## src/rtl/vend_dispenser.sv

```systemverilog
// vend_dispenser: queues {vend, change} results and plays each one out as timed actuator pulses.
// Build macro VEND_COIN10_EN enables greedy 10-unit coins; without it all change leaves as 5s.
module vend_dispenser #(
   parameter int PULSE_W = 4,
   parameter int GAP_W   = 2,
   parameter int DEPTH   = 4
) (
   input  logic       clk,
   input  logic       rst,
   input  logic       vend,
   input  logic [2:0] change,
   output logic       prod_rel,
   output logic       coin10,
   output logic       coin5,
   output logic       busy,
   output logic       full,
   output logic       drop,
   output logic [2:0] fsm_state
);

   localparam int AW    = $clog2(DEPTH);
   localparam int MAXW  = (PULSE_W > GAP_W) ? PULSE_W : GAP_W;
   localparam int CNT_W = $clog2(MAXW) + 1;

   localparam logic [CNT_W-1:0] PULSE_LD = CNT_W'(PULSE_W - 1);
   localparam logic [CNT_W-1:0] GAP_LD   = CNT_W'(GAP_W - 1);
   localparam logic [AW:0]      FULL_CNT = (AW + 1)'(DEPTH);
   localparam logic [AW:0]      ONE_CNT  = (AW + 1)'(1);
   localparam logic [AW-1:0]    ONE_PTR  = AW'(1);

   typedef enum logic [2:0] {
      IDLE = 3'd0,
      PROD = 3'd1,
      C10  = 3'd2,
      C5   = 3'd3,
      GAP  = 3'd4
   } state_t;

   state_t           state;
   logic [CNT_W-1:0] cnt;
   logic             vflag;
   logic [2:0]       rem;

   logic [3:0]       mem [DEPTH];
   logic [AW-1:0]    wr_ptr;
   logic [AW-1:0]    rd_ptr;
   logic [AW:0]      count;
   logic [AW:0]      count_nxt;
   logic [3:0]       head;

   logic             capture;
   logic             push;
   logic             pop;
   logic             pulse_done;
   logic             gap_done;
   logic             load;
   state_t           sel_idle;
   state_t           sel_gap;
   state_t           enter_s;

   // Greedy order: product first, then 10s, then 5s; IDLE when nothing is owed.
   function automatic state_t sel_state(input logic vf, input logic [2:0] rm);
      if (vf) return PROD;
`ifdef VEND_COIN10_EN
      if (rm >= 3'd2) return C10;
`endif
      if (rm != 3'd0) return C5;
      return IDLE;
   endfunction

   // Upstream has no back-pressure: a qualifying cycle either lands in the FIFO or raises drop.
   assign capture    = vend | (change != 3'd0);
   assign push       = capture & (count != FULL_CNT);
   assign pop        = (state == IDLE) & (count != '0);
   assign head       = mem[rd_ptr];
   assign pulse_done = ((state == PROD) | (state == C10) | (state == C5)) & (cnt == '0);
   assign gap_done   = (state == GAP) & (cnt == '0);
   assign load       = pop | gap_done;
   assign sel_idle   = sel_state(head[3], head[2:0]);
   assign sel_gap    = sel_state(vflag, rem);
   assign enter_s    = pop ? sel_idle : sel_gap;
   assign fsm_state  = state;

   always_comb begin
      count_nxt = count;
      if (push && !pop) begin
         count_nxt = count + ONE_CNT;
      end else if (pop && !push) begin
         count_nxt = count - ONE_CNT;
      end
   end

   // Storage needs no reset: the pointers and count define which entries are live.
   always_ff @(posedge clk) begin
      if (push) begin
         mem[wr_ptr] <= {vend, change};
      end
   end

`ifndef VEND_COIN10_EN
   assign coin10 = 1'b0;
`endif

   always_ff @(posedge clk) begin
      if (rst) begin
         state    <= IDLE;
         cnt      <= '0;
         vflag    <= 1'b0;
         rem      <= 3'd0;
         wr_ptr   <= '0;
         rd_ptr   <= '0;
         count    <= '0;
         prod_rel <= 1'b0;
         coin5    <= 1'b0;
`ifdef VEND_COIN10_EN
         coin10   <= 1'b0;
`endif
         busy     <= 1'b0;
         full     <= 1'b0;
         drop     <= 1'b0;
      end else begin
         count <= count_nxt;
         full  <= (count_nxt == FULL_CNT);
         drop  <= capture & ~push;
         if (push) begin
            wr_ptr <= wr_ptr + ONE_PTR;
         end
         if (pop) begin
            rd_ptr <= rd_ptr + ONE_PTR;
         end

         case (state)
            IDLE: begin
               if (pop) begin
                  state <= sel_idle;
                  vflag <= head[3];
                  rem   <= head[2:0];
                  cnt   <= PULSE_LD;
                  busy  <= 1'b1;
               end else begin
                  busy  <= (count_nxt != '0);
               end
            end
            PROD, C10, C5: begin
               busy <= 1'b1;
               if (cnt == '0) begin
                  state <= GAP;
                  cnt   <= GAP_LD;
                  case (state)
                     PROD:    vflag <= 1'b0;
                     C10:     rem   <= rem - 3'd2;
                     default: rem   <= rem - 3'd1;
                  endcase
               end else begin
                  cnt <= cnt - 1'b1;
               end
            end
            GAP: begin
               if (cnt == '0) begin
                  state <= sel_gap;
                  cnt   <= (sel_gap == IDLE) ? '0 : PULSE_LD;
                  busy  <= (sel_gap != IDLE) | (count_nxt != '0);
               end else begin
                  cnt  <= cnt - 1'b1;
                  busy <= 1'b1;
               end
            end
            default: begin
               state <= IDLE;
               cnt   <= '0;
               busy  <= (count_nxt != '0);
            end
         endcase

         // Pulse outputs change only when a pulse state is entered or left.
         if (load) begin
            prod_rel <= (enter_s == PROD);
            coin5    <= (enter_s == C5);
`ifdef VEND_COIN10_EN
            coin10   <= (enter_s == C10);
`endif
         end else if (pulse_done) begin
            prod_rel <= 1'b0;
            coin5    <= 1'b0;
`ifdef VEND_COIN10_EN
            coin10   <= 1'b0;
`endif
         end
      end
   end

endmodule

```

## config.mk

```make
export PLATFORM = sky130hd
export DESIGN_NAME = vend_dispenser
export DESIGN_NICKNAME = d
export VERILOG_FILES = /design/src/rtl/vend_dispenser.sv
export SDC_FILE = /design/constraint.sdc
export NUM_CORES = 1
export LEC_CHECK = 0
export ABC_AREA = 1
export CAP_MARGIN = 20
export CORE_MARGIN = 2
export CORE_UTILIZATION = 52
export CTS_CLUSTER_DIAMETER = 50
export CTS_CLUSTER_SIZE = 16
export DETAILED_ROUTE_END_ITERATION = 10
export PLACE_DENSITY = 0.76
export RECOVER_POWER = 50
export SKIP_CTS_REPAIR_TIMING = 1
export SLEW_MARGIN = 20
export SYNTH_ARGS = -nofsm -noshare
export SYNTH_HDL_FRONTEND = slang
export SYNTH_SLANG_ARGS = --single-unit
```

## constraint.sdc

```tcl
create_clock -name clk -period 1.7 [get_ports clk]
set_input_delay 0.17 -clock clk [delete_from_list [all_inputs] [get_ports clk]]
set_output_delay 0.17 -clock clk [all_outputs]
set_load 0.005 [all_outputs]
```

Word level (Yosys, flattened, before mapping)
Memory sizes are Yosys's and may differ from the RTL's. A register that Yosys moved wholly into a read port is not among the register bits.
Index checks and enable logic that the tools add are counted.
{"block": "word_totals", "mem_count": 1, "output_inout_bits": 9, "inputBits": 6, "ff_bits": 22, "ram_bits": 16}
{"block": "op_classes", "n_mux": 44, "eq_ne": 13, "n_addsub": 7, "bitwise": 11, "reduce_logical": 19}
{"name": "mem", "words": 4, "width": 4, "rd": 1, "rd_ports_with_merged_regs": 1, "wr": 1, "line": "44", "rtl": "logic [3:0] mem [DEPTH];"}
{"cell": "2-to-1 mux 3 bit", "count": 19}
{"cell": "one-hot mux 3 bit (3 select lines)", "count": 2}
{"cell": "nonzero test 3 bit", "count": 6}
{"cell": "2-to-1 mux 1 bit", "count": 16}
{"cell": "one-hot mux 3 bit (2 select lines)", "count": 2}
{"cell": "!= test 2 bit, second input constant", "count": 5}
{"cell": "equality test 3 x 2 -> 1 bit, second input constant", "count": 3}
{"cell": "logical NOT 3 bit", "count": 3}
{"cell": "subtractor 3 x 1 -> 3 bit, second input constant", "count": 3}
{"cell": "AND reduction 4 bit", "count": 2}
{"cell": "equality test 3 x 1 -> 1 bit, second input constant", "count": 2}
{"cell": "equality test 3 bit, second input constant", "count": 2}
{"cell": "2-to-1 mux 2 bit", "count": 3}
{"cell": "AND 1 bit", "count": 5}
{"cell": "OR 1 bit", "count": 5}
{"cell": "adder 2 x 1 -> 2 bit, second input constant", "count": 2}
{"cell": "nonzero test 2 bit", "count": 2}
{"cell": "adder 3 x 1 -> 3 bit, second input constant", "count": 1}
{"cell": "!= test 3 bit, second input constant", "count": 1}
{"cell": "one-hot mux 1 bit (3 select lines)", "count": 1}
{"cell": "AND reduction 3 bit", "count": 1}
{"cell": "OR reduction 3 bit", "count": 1}
{"cell": "subtractor 3 x 2 -> 3 bit, second input constant", "count": 1}
{"cell": "logical AND 1 bit", "count": 2}
{"cell": "other kinds (3)", "count": 4}

Depth between registers and ports, before layout
{"block": "depth", "ltp_word": 11, "ltp_mapped": 13}

Least setup slack after synthesis
No wires, ideal clock.
{"block": "synth_timing", "path_kind": "reg2reg", "start": "reg count[0]", "end": "reg busy", "arrival_ps": 1478, "stages_incl_launch_ff": 13, "setup_slack_ps": 90, "setup_time_ps": 132, "n_path_buf": 0, "required_time_ps": 1568, "synth_period_minus_slack_ps": 1610, "path_cell_list": "dfxtp_1 -> inv_1 -> ha_1 -> nand2_1 -> inv_1 -> nor2_8 -> nand2_2 -> nand3_1 -> nand2_1 -> nor2_1 -> nand2_1 -> nand2_1 -> a21oi_1"}
{"block": "synth_via", "elab_chain_cells": 10}
{"item": "from (decl)", "line": "47", "rtl": "logic [AW:0] count;"}
{"item": "from (signal assigned)", "line": "122", "rtl": "count <= count_nxt;"}
{"item": "!= test 3 bit", "line": "73", "rtl": "assign push = capture & (count != FULL_CNT);"}
{"item": "AND 1 bit", "line": "73"}
{"item": "logical NOT 1 bit", "line": "88", "rtl": "end else if (pop && !push) begin"}
{"item": "logical AND 1 bit", "line": "88"}
{"item": "2-to-1 mux 3 bit", "line": "88"}
{"item": "2-to-1 mux 3 bit", "line": "86", "rtl": "if (push && !pop) begin"}
{"item": "nonzero test 3 bit", "line": "141, 162, 171"}
{"item": "OR 1 bit", "line": "162", "rtl": "busy <= (sel_gap != IDLE) | (count_nxt != '0);"}
{"item": "2-to-1 mux 1 bit", "line": "159", "rtl": "if (cnt == '0) begin"}
{"item": "one-hot mux 1 bit (3 select lines) *", "line": "132", "rtl": "case (state)"}
{"item": "to (signal assigned)", "line": "141", "rtl": "busy <= (count_nxt != '0);"}
{"item": "to (signal assigned)", "line": "162"}
{"item": "to (signal assigned)", "line": "171", "rtl": "busy <= (count_nxt != '0);"}
{"item": "to (decl)", "line": "15", "rtl": "output logic busy,"}
Mark *: on every way between the ends. The rest lies on a longest branch, timed or not.
A chain may end at the register's enable or synchronous reset.

Final worst setup path
{"block": "layout_timing", "start": "reg count[1]", "end": "mem mem[3][3], enable pin"}
{"block": "layout_via", "elab_chain_cells": 4}
{"item": "!= test 3 bit", "line": "73"}
{"item": "AND 1 bit", "line": "73"}
{"item": "2-to-1 mux 1 bit", "line": "95", "rtl": "if (push) begin"}
{"item": "2-to-1 mux 1 bit (implied by the code)", "line": "96", "rtl": "mem[wr_ptr] <= {vend, change};"}
{"item": "to (decl)", "line": "44"}
Every way passes these cells.

==> results.yml <==
detailed_routing:
  via_per_inst: 5.21
  wl_mm: 4.28
  drcViolationCount: 0
  wl_per_cell_um: 13.0
  dr.pass1.iters: 4
  vias: 1710
  ant_nets: 0
  drt-initial-drc-count: 118
floorplanning:
  initial_core_util: 0.544
  die_w_um: 66.1
  die_area_um2: 4380
  rows: 22
  pin_count: 15
  core-area_um2: 3690
  die_h_um: 66.1
cells_and_area:
  syn_to_final_growth_pct: 26.5
  insertedDiodeCount: 0
  fin_nets: 296
  drive_gt1_frac: 0.189
  fill_cells: 294
worst_setup_path:
  critical_path_class: "reg2reg"
  endpoint_kind: "flip-flop"
  arrival_ns: 1.63
  rrSetupSlack_ns: 0.07
  rr_endpoint: "mem[3][3]$_DFFE_PP_"
  critPathRequiredTime_ns: 1.71
  cp_max_fo: 8
  r2r_start: "count[1]$_SDFF_PP0_"
  endpoint: "mem[3][3]$_DFFE_PP_"
  reg2regPathDepth: 8
  worstSetupStartpointType: "flip-flop"
  setup.worst_path.start: "count[1]$_SDFF_PP0_"
synthesis:
  yosysUniqueCellTypes: 35
  synth.most_common_cell: "nand2_1"
  synth_cells: 237
  ys_top_cells_by_area: "dfxtp_1 (24%), edfxtp_1 (24%), nand2_1 (9.5%)"
  ys_seq_elements: 40
  async_flop_share: 0
  synth_edf_count: 16
  synth_nets: 254
  ys_seq_area_frac: 0.479
  yosysTopAreaCellShare: 0.239
  ys.warnings.count: 0
  synth_common_cells: "nand2_1 (51), inv_1 (33), dfxtp_1 (24)"
  synthesis.area_um2: 2010
  synth-main-ff-cell: "dfxtp_1"
  synth.largest_area_cell: "dfxtp_1"
  synth_area_per_cell_um2: 8.47
power_and_ir_drop:
  internal_power_w: 0.00283
  clock_power_share: 0.155
  switchingPower_w: 0.00202
  powerDensity_nw_per_um2: 1910
  power_w: 0.00486
  leakage_nw: 1.15
  p_comb_frac: 0.555
  seqPwrFrac: 0.290
  p_sw_frac: 0.417
  vdd_drop_max_mv: 1.13
grt:
  grt_pass1_vias: 1639
  grt_max_degree: 14
  grt.total_usage: 0.215
  grt.overflow.total: 0
  antenna_found_initial: 0
  grt_pass1_wl_mm: 7.04
placed_design:
  place_congestion: 0.876
  hpwlAfterDp_mm: 3.07
  port-buffer-count: 13
sta:
  finalHoldViolations: 0
  maxSlewViolCount: 0
  setup_viol: 0
  fin_crit_sh: 0.957
  final.min_clock_period_ns: 1.63
  fmax_ghz: 0.615
  whs_ns: 0.470
  finClkSkew_ns: 0.00145
clock_network:
  cts_root_buffer: "clkbuf_8"
  worstSkewPairLatency_ns: 0.28
  cts_tree: "done"
  clock_sinks: 40
  clockBufferDepth: 2
  cts_inserted_buffers: 5
  clkSlewWorstSetupHoldPaths_ns: 0.07
  htreeDepth: 2
run:
  max_cap_viol_count: 0
worst_hold_path:
  hp-class: "reg2reg"
run_status:
  outcome: "complete, no violations"
## power by group through the flow
stage / logic, W / clock network, W / registers (W)
3_5_place_dp: 0.00253 / 0 / 0.00142
5_1_grt: 0.00302 / 0.000815 / 0.00143
6_report: 0.00270 / 0.000752 / 0.00141
3_3_place_gp: 0.00247 / 0 / 0.00141
4_1_cts: 0.00256 / 0.000767 / 0.00140
2_1_floorplan: 0.00161 / 0 / 0.00143
## critical path, stage by stage (launching register included)
cell and delay (ns):
dfxtp_2 0.35, inv_1 0.06, ha_2 0.19, buf_4 0.15, nand2_4 0.08, nand2_4 0.08, buf_4 0.18, nor2_1 0.11
buf_4 0.15
## routing by layer
layer,share of wire,vias to the layer above,routed length (µm),track usage
met5,0,-,0,0
met4,0.029,0,125,0.0893
met3,0.035,14,149,0.0647
met2,0.51,40,2160,0.359
met1,0.43,788,1840,0.257
li1,-,868,-,-
## cell families after synthesis
group | Yosys count | synth area share
buffers and inverters | 39 | 0.0779
AOI/OAI and AO/OA | 42 | 0.118
adders and majority gates | 11 | 0.0685
and+or+nand+nor | 100 | 0.238
other | 1 | 0.00187
DFF | 40 | 0.479
xor gates and xnor gates | 4 | 0.0174
## layout by cell type (no fill, tap or decap), types with 2 or more instances in the layout
cell type / synthesis / routed
a21oi_1: 22 / 21
a31oi_1: 2 / 2
buf_4: 2 / 23
clkbuf_1: 1 / 4
clkbuf_8: 0 / 5
clkdlybuf4s50_1: 0 / 4
dfxtp_1: 24 / 22
dfxtp_2: 0 / 2
dlygate4sd3_1: 0 / 9
edfxtp_1: 16 / 16
ha_1: 11 / 10
inv_1: 33 / 32
inv_2: 1 / 2
nand2_1: 51 / 47
nand2_2: 1 / 2
nand2_4: 1 / 4
nand3_1: 19 / 18
nand3_4: 0 / 2
nand4_1: 3 / 3
nor2_1: 15 / 14
nor2_4: 2 / 2
nor3_2: 2 / 2
o211ai_1: 2 / 2
o21ai_0: 9 / 9
xor2_1: 4 / 4
## cell type report
| cell class | instances | area (µm²) | area share |
|---|---|---|---|
| multi-input combinational | 158 | 961 | 0.378 |
| inverter | 34 | 128 | 0.0502 |
| clock inverter | 3 | 42.5 | 0.0167 |
| clock buffer | 5 | 68.8 | 0.0271 |
| tap | 48 | 60.1 | 0.0236 |
| timing repair buffer | 40 | 318 | 0.125 |
| sequential | 40 | 963 | 0.379 |
## registers in the layout (all words and copies together), names as in the netlist, named ones only
register and count:
rd_ptr 2, count 3, wr_ptr 2, fsm_state 3
vflag 1, mem 16, rem 3, prod_rel 1
coin5 1, full 1, drop 1, cnt 3
busy 1
## worst min path at each step
stage,startpoint,endpoint,slack [ns],cells after the start
global placement,coin5$_SDFFE_PP0P_,coin5$_SDFFE_PP0P_,0.45,2
finish,prod_rel$_SDFFE_PP0P_,prod_rel$_SDFFE_PP0P_,0.47,2
floorplan,rst,rem[2]$_SDFFE_PP0P_,0.24,1
global route,prod_rel$_SDFFE_PP0P_,prod_rel$_SDFFE_PP0P_,0.51,2
CTS,prod_rel$_SDFFE_PP0P_,prod_rel$_SDFFE_PP0P_,0.48,2
detailed placement,prod_rel$_SDFFE_PP0P_,prod_rel$_SDFFE_PP0P_,0.46,2
## through the flow
step | cells | setup WS, ns | TNS (ns) | instance area, µm² | util
3_5_place_dp | 320 | -0.0202 | -0.0202 | 2370 | 0.643
2_1_floorplan | 237 | 0.0896 | 0 | 2010 | -
3_3_place_gp | 320 | 0.0295 | 0 | 2370 | 0.643
4_1_cts | 328 | -0.0611 | -0.169 | 2480 | 0.673
6_report | 328 | 0.0731 | 0 | 2540 | 0.689
5_1_grt | 328 | -0.0112 | -0.0119 | 2540 | 0.689
Power figures use the tool's default switching activity.
